--- src/rtl/trans_pkg.sv ---
// Shared transaction layout, frame sizing and serializer state encoding.
// Latency: n/a (types and constants only).
// Backpressure: n/a.
// Optional feature: TRANS_SER_CSUM_EN adds the CSUM serializer state.
package trans_pkg;

    localparam int TRANS_W     = 128;
    localparam int TRANS_BYTES = TRANS_W / 8;

    localparam int SENDER_MSB      = 127;
    localparam int SENDER_LSB      = 80;
    localparam int RECEIVER_MSB    = 79;
    localparam int RECEIVER_LSB    = 32;
    localparam int AMOUNT_MSB      = 31;
    localparam int AMOUNT_LSB      = 10;
    localparam int BIT_BLOCK_START = 9;

    typedef struct packed {
        logic [SENDER_MSB-SENDER_LSB:0]     sender_id;
        logic [RECEIVER_MSB-RECEIVER_LSB:0] receiver_id;
        logic [AMOUNT_MSB-AMOUNT_LSB:0]     amount;
        logic                               block_start;
        logic [BIT_BLOCK_START-1:0]         reserved;
    } trans_t;

`ifdef TRANS_SER_CSUM_EN
    typedef enum logic [1:0] {
        ST_IDLE,
        ST_SEND,
        ST_CSUM
    } ser_state_e;
`else
    typedef enum logic {
        ST_IDLE,
        ST_SEND
    } ser_state_e;
`endif

endpackage

--- src/rtl/trans_fifo.sv ---
// Generic synchronous FIFO with show-ahead head, level, full and empty.
// Latency: a pushed word is visible at pop_dat_o the cycle after the push.
// Backpressure: push while full is ignored unless a pop happens in the same cycle.
// Ports: push_i/push_dat_i write side, pop_i/pop_dat_o read side (head word),
//        full_o/empty_o/level_o occupancy (level counts 0..DEPTH inclusive).
module trans_fifo #(
    parameter int W     = 128,
    parameter int DEPTH = 4
) (
    input  logic                       clk,
    input  logic                       rst_n,
    input  logic                       push_i,
    input  logic [W-1:0]               push_dat_i,
    input  logic                       pop_i,
    output logic [W-1:0]               pop_dat_o,
    output logic                       full_o,
    output logic                       empty_o,
    output logic [$clog2(DEPTH):0]     level_o
);

    localparam int AW = $clog2(DEPTH);

    logic [W-1:0]  mem_q [DEPTH];
    logic [AW-1:0] wr_ptr_q, wr_ptr_d;
    logic [AW-1:0] rd_ptr_q, rd_ptr_d;
    logic [AW:0]   level_q,  level_d;
    logic          push_ok;
    logic          pop_ok;

    assign full_o    = (level_q == (AW+1)'(DEPTH));
    assign empty_o   = (level_q == '0);
    assign level_o   = level_q;
    assign pop_dat_o = mem_q[rd_ptr_q];

    // A pop frees the slot in the same cycle, so a full FIFO still takes a push.
    always_comb begin
        pop_ok   = pop_i && !empty_o;
        push_ok  = push_i && (!full_o || pop_ok);
        wr_ptr_d = wr_ptr_q;
        rd_ptr_d = rd_ptr_q;
        level_d  = level_q;
        if (push_ok) begin
            wr_ptr_d = wr_ptr_q + AW'(1);
        end
        if (pop_ok) begin
            rd_ptr_d = rd_ptr_q + AW'(1);
        end
        if (push_ok && !pop_ok) begin
            level_d = level_q + (AW+1)'(1);
        end else if (pop_ok && !push_ok) begin
            level_d = level_q - (AW+1)'(1);
        end
    end

    always_ff @(posedge clk or negedge rst_n) begin
        if (!rst_n) begin
            wr_ptr_q <= '0;
            rd_ptr_q <= '0;
            level_q  <= '0;
        end else begin
            wr_ptr_q <= wr_ptr_d;
            rd_ptr_q <= rd_ptr_d;
            level_q  <= level_d;
        end
    end

    // Storage carries no reset; validity is tracked by the pointers.
    always_ff @(posedge clk) begin
        if (push_ok) begin
            mem_q[wr_ptr_q] <= push_dat_i;
        end
    end

endmodule

--- src/rtl/trans_serializer.sv ---
// Buffers 128-bit transactions and emits each as an MSB-first byte frame.
// Latency: valid_i at cycle N -> first byte at N+2; one bubble cycle between frames.
// Backpressure: tx outputs hold while stalled; input has none, so overflow drops and counts.
// Ports: data_i/valid_i transaction input; tx_data_o/tx_valid_o/tx_ready_i/tx_last_o
//        byte stream; fifo_level_o, drop_cnt_o (saturating), busy_o status.
// Optional feature: define TRANS_SER_CSUM_EN to append an XOR checksum byte (17-byte frames).
module trans_serializer
    import trans_pkg::*;
#(
    parameter int FIFO_DEPTH = 4,
    parameter int DROP_CNT_W = 16
) (
    input  logic                          clk,
    input  logic                          rst_n,
    input  logic [TRANS_W-1:0]            data_i,
    input  logic                          valid_i,
    output logic [7:0]                    tx_data_o,
    output logic                          tx_valid_o,
    input  logic                          tx_ready_i,
    output logic                          tx_last_o,
    output logic [$clog2(FIFO_DEPTH):0]   fifo_level_o,
    output logic [DROP_CNT_W-1:0]         drop_cnt_o,
    output logic                          busy_o
);

    localparam int                IDX_W    = $clog2(TRANS_BYTES);
    localparam logic [IDX_W-1:0]  LAST_IDX = IDX_W'(TRANS_BYTES - 1);

    ser_state_e               state_q, state_d;
    logic [TRANS_W-1:0]       shift_q, shift_d;
    logic [IDX_W-1:0]         idx_q, idx_d;
    logic [7:0]               tx_dat_q, tx_dat_d;
    logic                     tx_vld_q, tx_vld_d;
    logic                     tx_last_q, tx_last_d;
    logic [DROP_CNT_W-1:0]    drop_q, drop_d;
`ifdef TRANS_SER_CSUM_EN
    logic [7:0]               csum_q, csum_d;
`endif

    trans_t                   in_trans;
    logic [TRANS_W-1:0]       fifo_head;
    logic                     fifo_pop;
    logic                     fifo_full;
    logic                     fifo_empty;
    logic                     tx_hs;

    assign in_trans = data_i;

    trans_fifo #(
        .W     (TRANS_W),
        .DEPTH (FIFO_DEPTH)
    ) u_fifo (
        .clk        (clk),
        .rst_n      (rst_n),
        .push_i     (valid_i),
        .push_dat_i (in_trans),
        .pop_i      (fifo_pop),
        .pop_dat_o  (fifo_head),
        .full_o     (fifo_full),
        .empty_o    (fifo_empty),
        .level_o    (fifo_level_o)
    );

    assign tx_hs      = tx_vld_q && tx_ready_i;
    assign tx_data_o  = tx_dat_q;
    assign tx_valid_o = tx_vld_q;
    assign tx_last_o  = tx_last_q;
    assign drop_cnt_o = drop_q;
    assign busy_o     = !fifo_empty || (state_q != ST_IDLE);

    // Output byte/valid/last are computed one cycle ahead so they come
    // straight from flops and stay frozen whenever no handshake occurs.
    always_comb begin
        state_d   = state_q;
        shift_d   = shift_q;
        idx_d     = idx_q;
        tx_dat_d  = tx_dat_q;
        tx_vld_d  = tx_vld_q;
        tx_last_d = tx_last_q;
        fifo_pop  = 1'b0;
`ifdef TRANS_SER_CSUM_EN
        csum_d    = csum_q;
`endif
        unique case (state_q)
            ST_IDLE: begin
                if (!fifo_empty) begin
                    fifo_pop  = 1'b1;
                    shift_d   = fifo_head;
                    idx_d     = '0;
                    tx_dat_d  = fifo_head[TRANS_W-1 -: 8];
                    tx_vld_d  = 1'b1;
                    tx_last_d = 1'b0;
                    state_d   = ST_SEND;
`ifdef TRANS_SER_CSUM_EN
                    csum_d    = '0;
`endif
                end
            end
            ST_SEND: begin
                if (tx_hs) begin
                    shift_d = {shift_q[TRANS_W-9:0], 8'h00};
                    idx_d   = idx_q + IDX_W'(1);
`ifdef TRANS_SER_CSUM_EN
                    csum_d  = csum_q ^ shift_q[TRANS_W-1 -: 8];
`endif
                    if (idx_q == LAST_IDX) begin
`ifdef TRANS_SER_CSUM_EN
                        tx_dat_d  = csum_d;
                        tx_vld_d  = 1'b1;
                        tx_last_d = 1'b1;
                        state_d   = ST_CSUM;
`else
                        tx_dat_d  = '0;
                        tx_vld_d  = 1'b0;
                        tx_last_d = 1'b0;
                        state_d   = ST_IDLE;
`endif
                    end else begin
                        tx_dat_d  = shift_q[TRANS_W-9 -: 8];
`ifdef TRANS_SER_CSUM_EN
                        tx_last_d = 1'b0;
`else
                        tx_last_d = (idx_q == LAST_IDX - IDX_W'(1));
`endif
                    end
                end
            end
`ifdef TRANS_SER_CSUM_EN
            ST_CSUM: begin
                if (tx_hs) begin
                    tx_dat_d  = '0;
                    tx_vld_d  = 1'b0;
                    tx_last_d = 1'b0;
                    state_d   = ST_IDLE;
                end
            end
`endif
            default: begin
                state_d = ST_IDLE;
            end
        endcase
    end

    // Drop only when the word truly has nowhere to go this cycle.
    always_comb begin
        drop_d = drop_q;
        if (valid_i && fifo_full && !fifo_pop && (drop_q != '1)) begin
            drop_d = drop_q + DROP_CNT_W'(1);
        end
    end

    always_ff @(posedge clk or negedge rst_n) begin
        if (!rst_n) begin
            state_q   <= ST_IDLE;
            shift_q   <= '0;
            idx_q     <= '0;
            tx_dat_q  <= '0;
            tx_vld_q  <= 1'b0;
            tx_last_q <= 1'b0;
            drop_q    <= '0;
`ifdef TRANS_SER_CSUM_EN
            csum_q    <= '0;
`endif
        end else begin
            state_q   <= state_d;
            shift_q   <= shift_d;
            idx_q     <= idx_d;
            tx_dat_q  <= tx_dat_d;
            tx_vld_q  <= tx_vld_d;
            tx_last_q <= tx_last_d;
            drop_q    <= drop_d;
`ifdef TRANS_SER_CSUM_EN
            csum_q    <= csum_d;
`endif
        end
    end

endmodule

--- config.mk ---
export PLATFORM = sky130hd
export DESIGN_NAME = trans_serializer
export DESIGN_NICKNAME = d
export VERILOG_FILES = /design/src/rtl/trans_pkg.sv /design/src/rtl/trans_fifo.sv /design/src/rtl/trans_serializer.sv
export SDC_FILE = /design/constraint.sdc
export NUM_CORES = 1
export LEC_CHECK = 0
export ABC_AREA = 1
export ABC_CLOCK_PERIOD_IN_PS = 6450
export CAP_MARGIN = 20
export CORE_MARGIN = 2
export CORE_UTILIZATION = 53
export CTS_CLUSTER_SIZE = 28
export DETAILED_ROUTE_END_ITERATION = 8
export PLACE_DENSITY = 0.84
export SLEW_MARGIN = 25
export SYNTH_ARGS = -nofsm -noshare
export SYNTH_HDL_FRONTEND = slang
export SYNTH_SLANG_ARGS = --single-unit
--- constraint.sdc ---
create_clock -name clk -period 6.45 [get_ports clk]
set_input_delay 1.29 -clock clk [delete_from_list [all_inputs] [get_ports clk]]
set_output_delay 1.29 -clock clk [all_outputs]
set_load 0.02 [all_outputs]
==> impl_metrics.toml <==
[run_status]
status = "finished clean"

[placement]
dp_hpwl_um = 34500
dp_cells = 2996
gp_congestion = 0.817
io_buffers = 161

[synthesis]
synth.largest_area_cell = "edfxtp_1"
yosysUniqueCellTypes = 30
ys_top_cells_by_area = "edfxtp_1, dfrtp_1, nand2_1"
synth_top_family_by_area = "simple AND/OR/NAND/NOR gates"
synthSimpleGateAreaFrac_pct = 17.8
yosysSeqAreaShare_pct = 72.5
synthXorXnorAreaFrac_pct = 0.394
syn_nets = 2431
synth_warnings = 0
ys_ff_latch = 670
syn_avg_cell_area_um2 = 11.6
synthMuxAreaShare_pct = 0.0422
mappedNetlistArea_mm2 = 0.0267
synth-adder-area-share_pct = 0.450
syn_inst = 2290
synth_top_area_share_pct = 57.7
synth_compound_area_share_pct = 5.50

[setup_path]
crit_arrival_ps = 2950
reg2reg_slack_ps = 2860
critPathLaunchType = "flop"
path_max_fanout = 68
crit_required_ps = 5160
endpoint_kind = "output port"
critPathKind = "flop to output port"

[finish]
synthToLayoutAreaGrowth_pct = 15.7
drive_above_1_share_pct = 5.75
post-route-util_pct = 61.8
stdcell_count = 3128
layout.nets = 2536

[die]
initial_core_util_pct = 53.5
core_area_mm2 = 0.0499
die_h_um = 228
die_x_um = 228
die_area_mm2 = 0.0521
ioPinCount = 162
row_count = 82

[pwr]
power_density_mw_per_mm2 = 426
p_seq_share_pct = 47.3
p_int_w = 0.00887
power_w = 0.0131
switchingPower_w = 0.00428
ir_drop_mv = 0.423
power.leakage_nw = 10.9
comb_power_share_pct = 23.3
switching_share_pct = 32.5
power_frac_clock_pct = 29.4

[clocking]
cts_root_buffer = "clkbuf_16"
clk_latency_ps = 610
cts-root-to-sink-buffers = 3
cts-buffers-inserted = 69
clkSinkCount = 670
cts_tree = "yes"
cts_resized = 0
hold_buffers = 0
clk_pin_slew_ps = 60
cts-htree-levels = 3
postCtsSetupRepairBufs = 0

[detailed_routing]
route.detailed.drc = 0
drt_iter0_markers = 1862
drt-wirelength-per-cell_um = 20.2
viasPerCell = 5.83
num_vias = 18247
ant_nets = 0
dr.pass1.iters = 6
wl_um = 63100

[global_route]
grt_max_degree = 170
antenna_found_initial = 7
grt.overflow.total = 0
grt_pass1_vias = 18200
track_usage_pct = 24.2
grt_pass1_wl_um = 98500

[min_path]
hp-class = "flop to flop"

[timing]
slew_headroom_pct = 33.1
hold_viol = 0
fin_crit_ps = 4240
slew_viol_final = 0
finalSetupViolCount = 0
tightestPinTransition_ps = 1000
finClkSkew_ps = 14.6
fin_tns_setup_ps = 0
fin_crit_sh_pct = 65.7
rsz0062_at_grt = "no"
fmax_ghz = 0.236

[flow_run]
maxCapViolCount = 0
[registers in the layout, indices dropped and copies added, names as in the netlist]
name,count
u_fifo.rd_ptr_q,2
tx_last_o,1
tx_valid_o,1
tx_data_o,8
state_q,1
u_fifo.mem_q,512
shift_q,120
u_fifo.level_o,3
drop_cnt_o,16
idx_q,4
u_fifo.wr_ptr_q,2
[cell families after synthesis]
kind of cell | count (synthesis)
AO/OA/AOI/OAI | 287
XOR/XNOR | 12
adder cells (fa/ha/maj) | 9
buffers and inverters | 175
flip-flops | 670
multiplexers | 1
AND/OR/NAND/NOR | 1136
[power by group through the flow]
stage	clock network (W)	logic [W]	registers, W
floorplan	0	0.00215	0.00625
global placement	0	0.00289	0.00623
detailed placement	0	0.00305	0.00627
CTS	0.00392	0.00307	0.00620
global route	0.00409	0.00341	0.00629
finish	0.00387	0.00306	0.00622
[worst max-delay path, stage by stage (launching register included)]
cell	delay, ps
dfrtp_4	870
inv_4	490
nand3_4	300
clkdlybuf4s50_1	640
[cell usage in the layout (no fill, tap or decap), types with 2 or more instances in the layout]
master and n:
clkinv_8 3, inv_4 2, clkbuf_16 70, nand2_1 584
diode_2 4, xnor2_1 8, buf_6 3, o21ai_1 21
buf_4 10, o211ai_1 8, o21ai_0 17, clkinv_2 14
buf_12 4, inv_6 3, nand4_1 5, inv_1 22
a21oi_1 234, inv_16 2, dfrtp_1 155, dfrtp_4 3
nor2_4 5, nand2_2 2, nor2_1 182, clkinv_1 5
clkbuf_8 6, xor2_1 4, clkinvlp_4 3, edfxtp_1 512
ha_1 8, inv_2 3, clkdlybuf4s50_1 160, nand3_1 356
o22ai_1 5, bufinv_16 3, clkbuf_1 22
[through the flow]
step	hold WS, ps	setup WS, ps	area, µm²
2_1_floorplan	449	-915	26700
3_3_place_gp	464	2490	28600
3_5_place_dp	466	2600	28600
4_1_cts	487	2230	30800
5_1_grt	498	2110	30800
6_report	486	2210	30800
[cells in the mapped netlist]
cell      instances
nand2_1         584
edfxtp_1        512
nand3_1         356
a21oi_1         234
nor2_1          186
dfrtp_1         158
buf_2            84
buf_4            24
inv_1            23
clkbuf_1         21
o21ai_1          21
o21ai_0          17
buf_1            11
ha_1              8
o211ai_1          8
xnor2_1           8
inv_2             6
nand4_1           5
o22ai_1           5
xor2_1            4
buf_6             3
clkinv_1          3
nand2_2           2
fa_1              1
mux2_2            1
nand2_4           1
nand3_4           1
nor2_4            1
o21a_1            1
o31ai_1           1
[routing by layer]
metal	track usage [%]	up-vias	wire length [µm]
li1	-	8218	-
met1	31.2	8949	24400
met2	40.3	908	31200
met3	5.36	164	5520
met4	9.11	8	1970
met5	0	-	53
[layout make-up]
class                   instances  area [µm²]
multi-input cells            1445        6500
repair buffers                177        1790
inverters                      32         138
diodes                          4        10.0
clock buffers                  98        1920
well taps                     672         841
clock inverters                30         305
flip-flops and latches        670       19300
fillers                      3673       19000
[worst paths after layout]
check / startpoint / to / depth (start not counted)
setup / recovery: state_q / busy_o / 3
hold / removal: shift_q[0] / shift_q[0] / 2
setup reg to reg: state_q / shift_q[12] / 6
hold reg to reg: shift_q[0] / shift_q[0] / 2
max in group asynchronous: rst_n / state_q / 2
min in group asynchronous: rst_n / drop_cnt_o[12] / 1
Note: power is estimated with default switching activity, not from simulation.
